==> src/rtl/int_sync_crossing_sink_gateway.sv <==
// int_sync_crossing_sink_gateway
//
// Receive-side stage for synchronous interrupt crossings. Each interrupt
// line arriving from a crossing source in another clock domain is brought
// into the local clock through a SYNC_STAGES-deep flop chain. It then feeds
// an independent level-sensitive gateway:
//   IDLE -> PENDING -> INFLIGHT -> IDLE
// A request is latched once seen and held until the controller claims it.
// Re-raising is blocked until the controller signals completion.
//
// Parameters
//   NUM_INT      number of interrupt lines (>= 1)
//   SYNC_STAGES  synchronizer depth in flops (>= 2)
//
// Ports
//   clock         local-domain clock
//   reset         asynchronous active-low reset; clears every flop
//   auto_in_sync  interrupt levels from the source register (async to clock)
//   claim         single-cycle claim strobe per line
//   complete      single-cycle completion strobe per line
//   sync_level    final synchronizer stage per line (observe only)
//   pending       registered, high while the line is PENDING
//   in_flight     registered, high while the line is INFLIGHT

module int_sync_crossing_sink_gateway #(
  parameter int NUM_INT     = 2,
  parameter int SYNC_STAGES = 3
) (
  input  logic               clock,
  input  logic               reset,
  input  logic [NUM_INT-1:0] auto_in_sync,
  input  logic [NUM_INT-1:0] claim,
  input  logic [NUM_INT-1:0] complete,
  output logic [NUM_INT-1:0] sync_level,
  output logic [NUM_INT-1:0] pending,
  output logic [NUM_INT-1:0] in_flight
);

  typedef enum logic [1:0] {
    IDLE     = 2'b00,
    PENDING  = 2'b01,
    INFLIGHT = 2'b10
  } state_t;

  // Synchronizer chain: stage 0 captures the asynchronous level, and the
  // last stage is the only one allowed to reach logic.
  logic [NUM_INT-1:0] sync_p [SYNC_STAGES];

  always_ff @(posedge clock or negedge reset) begin
    if (!reset) begin
      for (int s = 0; s < SYNC_STAGES; s++) begin
        sync_p[s] <= '0;
      end
    end else begin
      sync_p[0] <= auto_in_sync;
      for (int s = 1; s < SYNC_STAGES; s++) begin
        sync_p[s] <= sync_p[s-1];
      end
    end
  end

  assign sync_level = sync_p[SYNC_STAGES-1];

  // Per-line gateway. The outputs are flops loaded from the next-state
  // decode, so they switch at the same edge as the state itself and have
  // no combinational path from any input.
  for (genvar i = 0; i < NUM_INT; i++) begin : g_line
    state_t state;
    state_t state_nxt;
    logic   pending_r;
    logic   in_flight_r;

    always_comb begin
      state_nxt = state;
      case (state)
        IDLE:     if (sync_level[i]) state_nxt = PENDING;
        // The claim wins over a coincident complete; the level dropping
        // does not release a latched request.
        PENDING:  if (claim[i])      state_nxt = INFLIGHT;
        // The complete wins over a coincident claim; the level is ignored
        // until the line returns to IDLE.
        INFLIGHT: if (complete[i])   state_nxt = IDLE;
        default:                     state_nxt = IDLE;
      endcase
    end

    always_ff @(posedge clock or negedge reset) begin
      if (!reset) begin
        state       <= IDLE;
        pending_r   <= 1'b0;
        in_flight_r <= 1'b0;
      end else begin
        state       <= state_nxt;
        pending_r   <= (state_nxt == PENDING);
        in_flight_r <= (state_nxt == INFLIGHT);
      end
    end

    assign pending[i]   = pending_r;
    assign in_flight[i] = in_flight_r;
  end

endmodule
==> config.mk <==
export PLATFORM = sky130hd
export DESIGN_NAME = int_sync_crossing_sink_gateway
export DESIGN_NICKNAME = d
export VERILOG_FILES = /design/src/rtl/int_sync_crossing_sink_gateway.sv
export SDC_FILE = /design/constraint.sdc
export NUM_CORES = 1
export LEC_CHECK = 0
export BUFFER_PORTS_ARGS = -buffer_cell sky130_fd_sc_hd__buf_2
export CAP_MARGIN = 10
export CELL_PAD_IN_SITES_DETAIL_PLACEMENT = 1
export CELL_PAD_IN_SITES_GLOBAL_PLACEMENT = 1
export CORE_MARGIN = 5
export CORE_UTILIZATION = 33
export CTS_CLUSTER_SIZE = 12
export DETAILED_ROUTE_END_ITERATION = 10
export PLACE_DENSITY = 0.64
export SLEW_MARGIN = 20
export SYNTH_ARGS = -nofsm -noshare
export SYNTH_HDL_FRONTEND = slang
export SYNTH_SLANG_ARGS = --single-unit
==> constraint.sdc <==
create_clock -name clock -period 0.8 [get_ports clock]
set_input_delay 0.04 -clock clock [delete_from_list [all_inputs] [get_ports clock]]
set_output_delay 0.04 -clock clock [all_outputs]
set_load 0.1 [all_outputs]
## Yosys cells after proc, flatten, opt, wreduce, memory -nomap -nowiden

Index checks and enable logic that the tools add are counted.

| storage, ports and cells | value |
|---|---|
| bits in registers | 14 |
| bits of input ports | 8 |
| output and inout port bits | 6 |

| cells by class | value |
|---|---|
| equality and inequality tests | 8 |
| muxes and demuxes | 8 |
| reduce and logical (&&, ||, !) cells | 2 |

Operator list:

| kind | number |
|---|---|
| two-way mux 2 bit | 6 |
| case mux 2 bit (3 select lines) | 2 |
| equality test 2 x 1 -> 1 bit (second input constant) | 4 |
| equality test 2 bit (second input constant) | 4 |
| zero test 2 bit | 2 |

## Depth between registers and ports, before layout

Gate-level depths: netlist of the first run.

| logic depth | value |
|---|---|
| depth after elaboration | 3 |
| gate-level depth with buffers | 2 |

## Worst setup path after synthesis of the first run

Ideal clock, no wire load.

| path | value |
|---|---|
| path type | flip-flop to flip-flop |
| start point | register g_line[0].state[0] |
| end point | register g_line[0].pending_r |
| arrival | 0.648 ns |
| data required time | 0.723 ns |
| path slack | 0.075 ns |
| cell stages (with the launch flop) | 3 |
| buffers on the path | 0 |
| clock period less this slack | 0.725 ns |
| path through | dfrtp_1 nand2b_4 a21oi_1 |

| between the ends | value |
|---|---|
| cells in the longest elaborated chain, start to end | 3 |
| elaborated cells between the ends (all ways) | 8 |

RTL lines:

| element | line | text |
|---|---|---|
| start, declared | 68 | `state_t state;` |
| start signal, assigned | 93 | `state <= state_nxt;` |
| equality test 2 bit (tied with other cells) | 75 | `case (state)` |
| case mux 2 bit (3 select lines) (*) | 75 |  |
| equality test 2 x 1 -> 1 bit (*) | 94 | `pending_r <= (state_nxt == PENDING);` |
| end signal, assigned | 94 |  |
| end, declared | 70 | `logic pending_r;` |

Every way passes the cells marked *; elsewhere a longest branch is shown, timed or not.

## Worst setup path after layout of the first run

| path | value |
|---|---|
| start point | register sync_p, in the netlist sync_level[1] |
| end point | output sync_level[1] |

RTL lines:

| element | line | text |
|---|---|---|
| start, declared | 47 | `logic [NUM_INT-1:0] sync_p [SYNC_STAGES];` |
| start signal, assigned by index | 57 | `sync_p[s] <= sync_p[s-1];` |
| end, declared | 34 | `output logic [NUM_INT-1:0] sync_level,` |

No word-level cell between the ends.

==> reports/metrics.csv, run 1 <==
metric;value;unit
status;complete, but fails checks;
failing checks;setup timing;
met2 usage;15.4;%
Rel. slew slack;80.4;%
syn nets;44;
die area;2400;um2
post-synthesis cell type count;7;
Finished Cell Area;731;um2
hpwl dp;693;um
drt first pass iters;4;
root buffer cell;clkbuf_4;
fmax;1100;MHz
nets@finish;62;
critical path type;reg -> out;
Critical-path top delay cell;dfrtp_2;
hold endpoint;g_line[1].state[1];
via count;326;
Clk Latency, worst-skew pair;0.26;ns
Reg2Reg Depth;2;
gr usage total;8.66;%
max_cap viols;0;
core footprint;1470;um2
largest net degree at the start of global routing;15;
total congestion overflow after global routing;0;
most frequent cells in the layout;dfrtp_1 (10), buf_2 (7), buf_12 (6);
fin crit share;113;%
worst setup margin;-0.107;ns
sum of buffers and inverters on the critical path;1;
top post-synthesis cells by area;dfrtp_1 (70%), buf_4 (9.0%), nand2b_4 (5.5%);
met1 usage;9.06;%
Slew Viols, Final;0;
mapped cell area;500;um2
met3 Resource Use GR;2.75;%
CTS sink count;14;
vias per cell;4.79;
DR WL/cell;14.8;um
row cnt;14;
hold depth;3;
CTS buffer count;3;
post-route antenna net violation count;0;
RSZ-0062 raised after global routing;true;
Seq. cell area;355;um2
Clock Skews;0.00450;ns
Placed Area;631;um2
die width;48.9;um
die span in y;48.9;um
layer carrying the most global-route usage;met2;
CTS H-tree lvls;1;
register clock-pin slew on the reported worst setup and hold paths;0.08;ns
clock buffer depth;2;
minimum clock period;0.907;ns
CTS tree;done;
area delta synth->final;46.0;%
reg-to-reg slack, setup;-0.05;ns
worst-path maximum fanout;2;
most common cell after layout, fill and taps aside;dfrtp_1;
Final Wtd Congestion;0.584;
flops & latches, synth;14;
ANT cells;0;
critical path cell sequence;buf_12;
final design utilization;49.7;%
cell taking the most area after synthesis;dfrtp_1;
Leak Pwr;0.330;nW
Starting DRT DRC Count;4;
Critical R2R Launch;g_line[1].state[0];
total wire length;1.01;mm
Syn. warnings;0;
min-delay worst type;in -> reg;
syn_area_per_cell;13.9;um2
Crit path depth;1;
Worst setup EP type;primary output;
PortBufs;13;
DRC Markers;0;
Final Non-Filler Cells;68;
Worst EP required;0.76;ns
Hold Fails Final Rpt;0;
Hold WS;0.0645;ns
Filler cells;151;
Arr. time, crit path;0.87;ns
Min-Delay Startpoint;claim[1];
power per cell area;4230;nW/um2
share of the synthesized area in the top cell type;70.0;%
cells after synthesis;36;
fraction of layout cells with a size suffix above 1;57.7;%
vias in the first global route;354;
Slew @ Worst Pin;0.294;ns
Peak VDD IR;1.68;mV
final setup violation count;10;
Startpoint Class;register;
Starting Density;34.0;%
initial antenna violation count;0;
area occupied by multi-input gates;125;um2
Pwr Total;0.00309;W
Top-Level Pins;14;
Crit path max-delay family;flip-flops;
max incr delay on CP;0.43;ns
Critical R2R Capture;g_line[1].state[0];
first-pass GRT wire length;1.60;mm
register area share after synthesis;70.0;%
cell count after placement;59;
==> area by class of cell <==
cell class	instances	share of cell area (%)
Sequential cell	14	48.6
Timing Repair Buffer	19	28.4
Multi-Input combinational cell	16	17.1
Clock buffer	3	3.08
Tap cell	16	2.74
==> registers in the layout, indices dropped and copies added, names as in the netlist <==
signal	count
sync_level	2
g_line.in_flight_r	2
g_line.pending_r	2
sync_p	4
g_line.state	4
==> metal layers <==
metal | part of all wire, % | routed length (um) | up-vias
li1 | - | - | 148
met4 | 0 | 0 | 0
met3 | 6.6 | 67 | 0
met1 | 35 | 355 | 165
met2 | 58 | 585 | 13
met5 | 0 | 0 | -
==> how the worst max path moves through the flow <==
stage	start	end	slack [ns]
CTS	sync_level[1]	sync_level[1]	-0.12
global route	sync_level[1]	sync_level[1]	-0.14
finish	sync_level[1]	sync_level[1]	-0.11
global placement	g_line[0].state[0]	g_line[0].state[0]	0.06
floorplan	g_line[0].state[0]	g_line[0].pending_r	0.08
detailed placement	g_line[0].state[0]	g_line[0].pending_r	-0.02
==> per-stage QoR <==
step	TNS (ns)	worst slack [ns]
6_report	-0.574	-0.107
5_1_grt	-0.947	-0.139
4_1_cts	-0.642	-0.122
3_5_place_dp	-0.0318	-0.0198
3_3_place_gp	0	0.0559
2_1_floorplan	0	0.0750
==> synth_stat cells, drive strengths merged <==
cell type   n
a21oi       4
buf         6
dfrtp      14
nand2       2
nand2b      6
o22ai       4
==> where the power goes <==
| group | switching (W) | internal, W | total, W |
|---|---|---|---|
| Combinational | 0.000959 | 0.000611 | 0.00157 |
| Clock | 0.000191 | 0.000174 | 0.000364 |
| Sequential | 0.000232 | 0.000923 | 0.00116 |
| Total | 0.00138 | 0.00171 | 0.00309 |
==> cell families after synthesis <==
kind of cell           Yosys count  synth area share (%)
flip-flops                      14                  70.0
AND/OR/NAND/NOR                  8                  12.0
buffers and inverters            6                  9.00
AO/OA/AOI/OAI                    8                  9.00
==> what timing repair did <==
action / in CTS / in global routing
buffers inserted: 2 / 1
hold endpoints to repair: 16 / 0
gates cloned: 0 / 0
pin swaps: 1 / 0
endpoints found under the setup margin: 10 / 14
hold buffers: 3 / 0
gates resized for setup: 3 / 6
Power figures use the tool's default switching activity.
==> run 2, diff against run 1 <==
CORE_UTILIZATION = 36   (was 33)
CTS_BUF_LIST = sky130_fd_sc_hd__clkbuf_8   (was not set)
PLACE_DENSITY = 0.69   (was 0.64)
TNS_END_PERCENT = 30   (was not set)
==> reports/metrics.csv, run 2 (synthesis results as in run 1) <==
metric;value;unit;change
register clock-pin slew on the reported worst setup and hold paths;0.05;ns;-0.03 ns
row cnt;13;;-1
initial antenna violation count;0;;unchanged
critical path type;reg -> out;;
fmax;1160;MHz;+5.2%
CTS sink count;14;;unchanged
Slew Viols, Final;0;;unchanged
worst setup margin;-0.0619;ns;+0.0448 ns
most common cell after layout, fill and taps aside;dfrtp_1;;
post-route antenna net violation count;0;;unchanged
Critical R2R Capture;g_line[1].state[0];;
Finished Cell Area;721;um2;-1.4%
die area;2240;um2;-6.7%
switch share;42.9;%;-1.8 points
status;complete, but fails checks;;
Comb power frac;46.7;%;-4.1 points
Startpoint Class;register;;
RSZ-0062 raised after global routing;true;;
die width;47.3;um;-3.4%
reg-to-reg slack, setup;0;ns;+0.05 ns
Hold Fails Final Rpt;0;;unchanged
Top Registers;g_line.state x4, sync_p x4;;
Peak VDD IR;1.98;mV;+18%
power per cell area;4380;nW/um2;+3.7%
total congestion overflow after global routing;0;;unchanged
CTS H-tree lvls;1;;unchanged
vias per cell;4.80;;+0.19%
Critical-path top delay cell;dfrtp_1;;
vias in the first global route;334;;-5.6%
PortBufs;13;;unchanged
drt first pass iters;4;;unchanged
clock buffer depth;2;;unchanged
Reg2Reg Depth;2;;unchanged
fin crit share;108;%;-5.6 points
most frequent cells in the layout;dfrtp_1 (13), buf_2 (7), buf_12 (6);;
final setup violation count;6;;-4
sequential share of power;35.7;%;-1.7 points
Leak Pwr;0.334;nW;+1.0%
worst setup path endpoint;sync_level[1];;
gr usage total;9.82;%;+1.2 points
core footprint;1300;um2;-12%
min-delay worst type;in -> reg;;
die span in y;47.3;um;-3.4%
root buffer cell;clkbuf_8;;
Worst setup EP type;primary output;;
Slew @ Worst Pin;0.291;ns;-0.00292 ns
Final Wtd Congestion;0.632;;+8.3%
Crit path max-delay family;flip-flops;;
CTS buffer count;3;;unchanged
Hold WS;0.0871;ns;+0.0226 ns
worst-path maximum fanout;2;;unchanged
ANT cells;0;;unchanged
total wire length;902;um;-11%
critical path cell sequence;buf_12;;
Rel. slew slack;80.6;%;+0.19 points
first-pass GRT wire length;1.42;mm;-11%
Clock Skews;0.00627;ns;+0.00176 ns
CP startpoint;sync_level[1];;
Clock Power Share;17.6;%;+5.8 points
Worst EP required;0.76;ns;about the same
nets@finish;61;;-1.6%
DR WL/cell;13.7;um;-7.8%
fraction of layout cells with a size suffix above 1;43.1;%;-15 points
largest net degree at the start of global routing;15;;unchanged
Critical R2R Launch;g_line[1].state[0];;
hpwl dp;699;um;+0.82%
DRC Markers;0;;unchanged
P_sw;0.00136;W;-2.0%
failing checks;setup timing;;
Top-Level Pins;14;;unchanged
via count;317;;-2.8%
Internal;0.00180;W;+5.7%
minimum clock period;0.862;ns;-0.0448 ns
Placed Area;629;um2;-0.20%
Final TNS setup;-0.314;ns;+0.260 ns
max incr delay on CP;0.40;ns;-0.03 ns
Starting Density;38.5;%;+4.4 points
sum of buffers and inverters on the critical path;1;;unchanged
area delta synth->final;44.0;%;
Starting DRT DRC Count;1;;-3
Crit path depth;1;;unchanged
CTS tree;done;;
Clk Latency, worst-skew pair;0.24;ns;-0.02 ns
Arr. time, crit path;0.82;ns;-0.05 ns
max_cap viols;0;;unchanged
==> run 2: cell types whose count changed in the layout (fill, tap and decap cells not counted) <==
cell / change
clkbuf_4: -3
clkbuf_8: +3
dfrtp_1: +3
dfrtp_2: -3
a21oi_1: +2
a21oi_2: -2
buf_4: -1
nand2_1: +1
nand2_2: -1
o22ai_1: +1
o22ai_2: -1
==> run 2: how the worst min path moves through the flow <==
stage | start | endpoint | slack (ns) | cells past startpoint
finish | claim[1] | g_line[1].state[1] | 0.09 | 3
global route | claim[1] | g_line[1].state[1] | 0.08 | 3
CTS | claim[1] | g_line[1].state[1] | 0.08 | 3
detailed placement | reset | g_line[1].state[0] | -0.06 | 1
global placement | reset | sync_p[3] | -0.07 | 1
floorplan | reset | g_line[0].in_flight_r | -0.26 | 0
==> run 2: cell type report <==
class | instances | area [um2]
fill | 135 | 581
sequential | 14 | 352
timing repair buffer | 18 | 200
multi-input combinational | 16 | 109
clock buffer | 3 | 41.3
tap | 15 | 18.8
==> run 2: power groups by stage <==
stage / Sequential (W) / Clock [W] / Combinational [W]
after CTS: 0.00112 / 0.000575 / 0.00149
after global routing: 0.00115 / 0.000619 / 0.00152
after global placement: 0.00110 / 0 / 0.00141
after detailed placement: 0.00114 / 0 / 0.00145
final: 0.00113 / 0.000556 / 0.00148
after floorplan: 0.00104 / 0 / 0.00111
==> run 2: repair_timing <==
action | in CTS | in global routing
gates resized for setup | 1 | 1
endpoints found under the setup margin | 8 | 13
buffers inserted | 2 | 0
hold buffers | 3 | 0
endpoints found under the hold margin | 16 | 0
pin swaps | 1 | 0
==> run 2: metal layers <==
layer | wire length, um | vias up | track usage, %
met3 | 52 | 2 | 3.45
li1 | - | 145 | -
met4 | 17 | 0 | 6.63
met5 | 0 | - | 0
met2 | 489 | 12 | 15.5
met1 | 343 | 158 | 11.0
==> run 2: stage by stage <==
| stage | utilization (%) | total power, W | cells | setup slack (ns) |
|---|---|---|---|---|
| after floorplan | - | 0.00214 | 36 | 0.0750 |
| after global placement | 48.4 | 0.00251 | 58 | 0.0573 |
| after detailed placement | 48.4 | 0.00259 | 58 | -0.0314 |
| after CTS | 55.3 | 0.00319 | 66 | -0.0693 |
| after global routing | 55.4 | 0.00329 | 66 | -0.0887 |
| final | 55.4 | 0.00316 | 66 | -0.0619 |
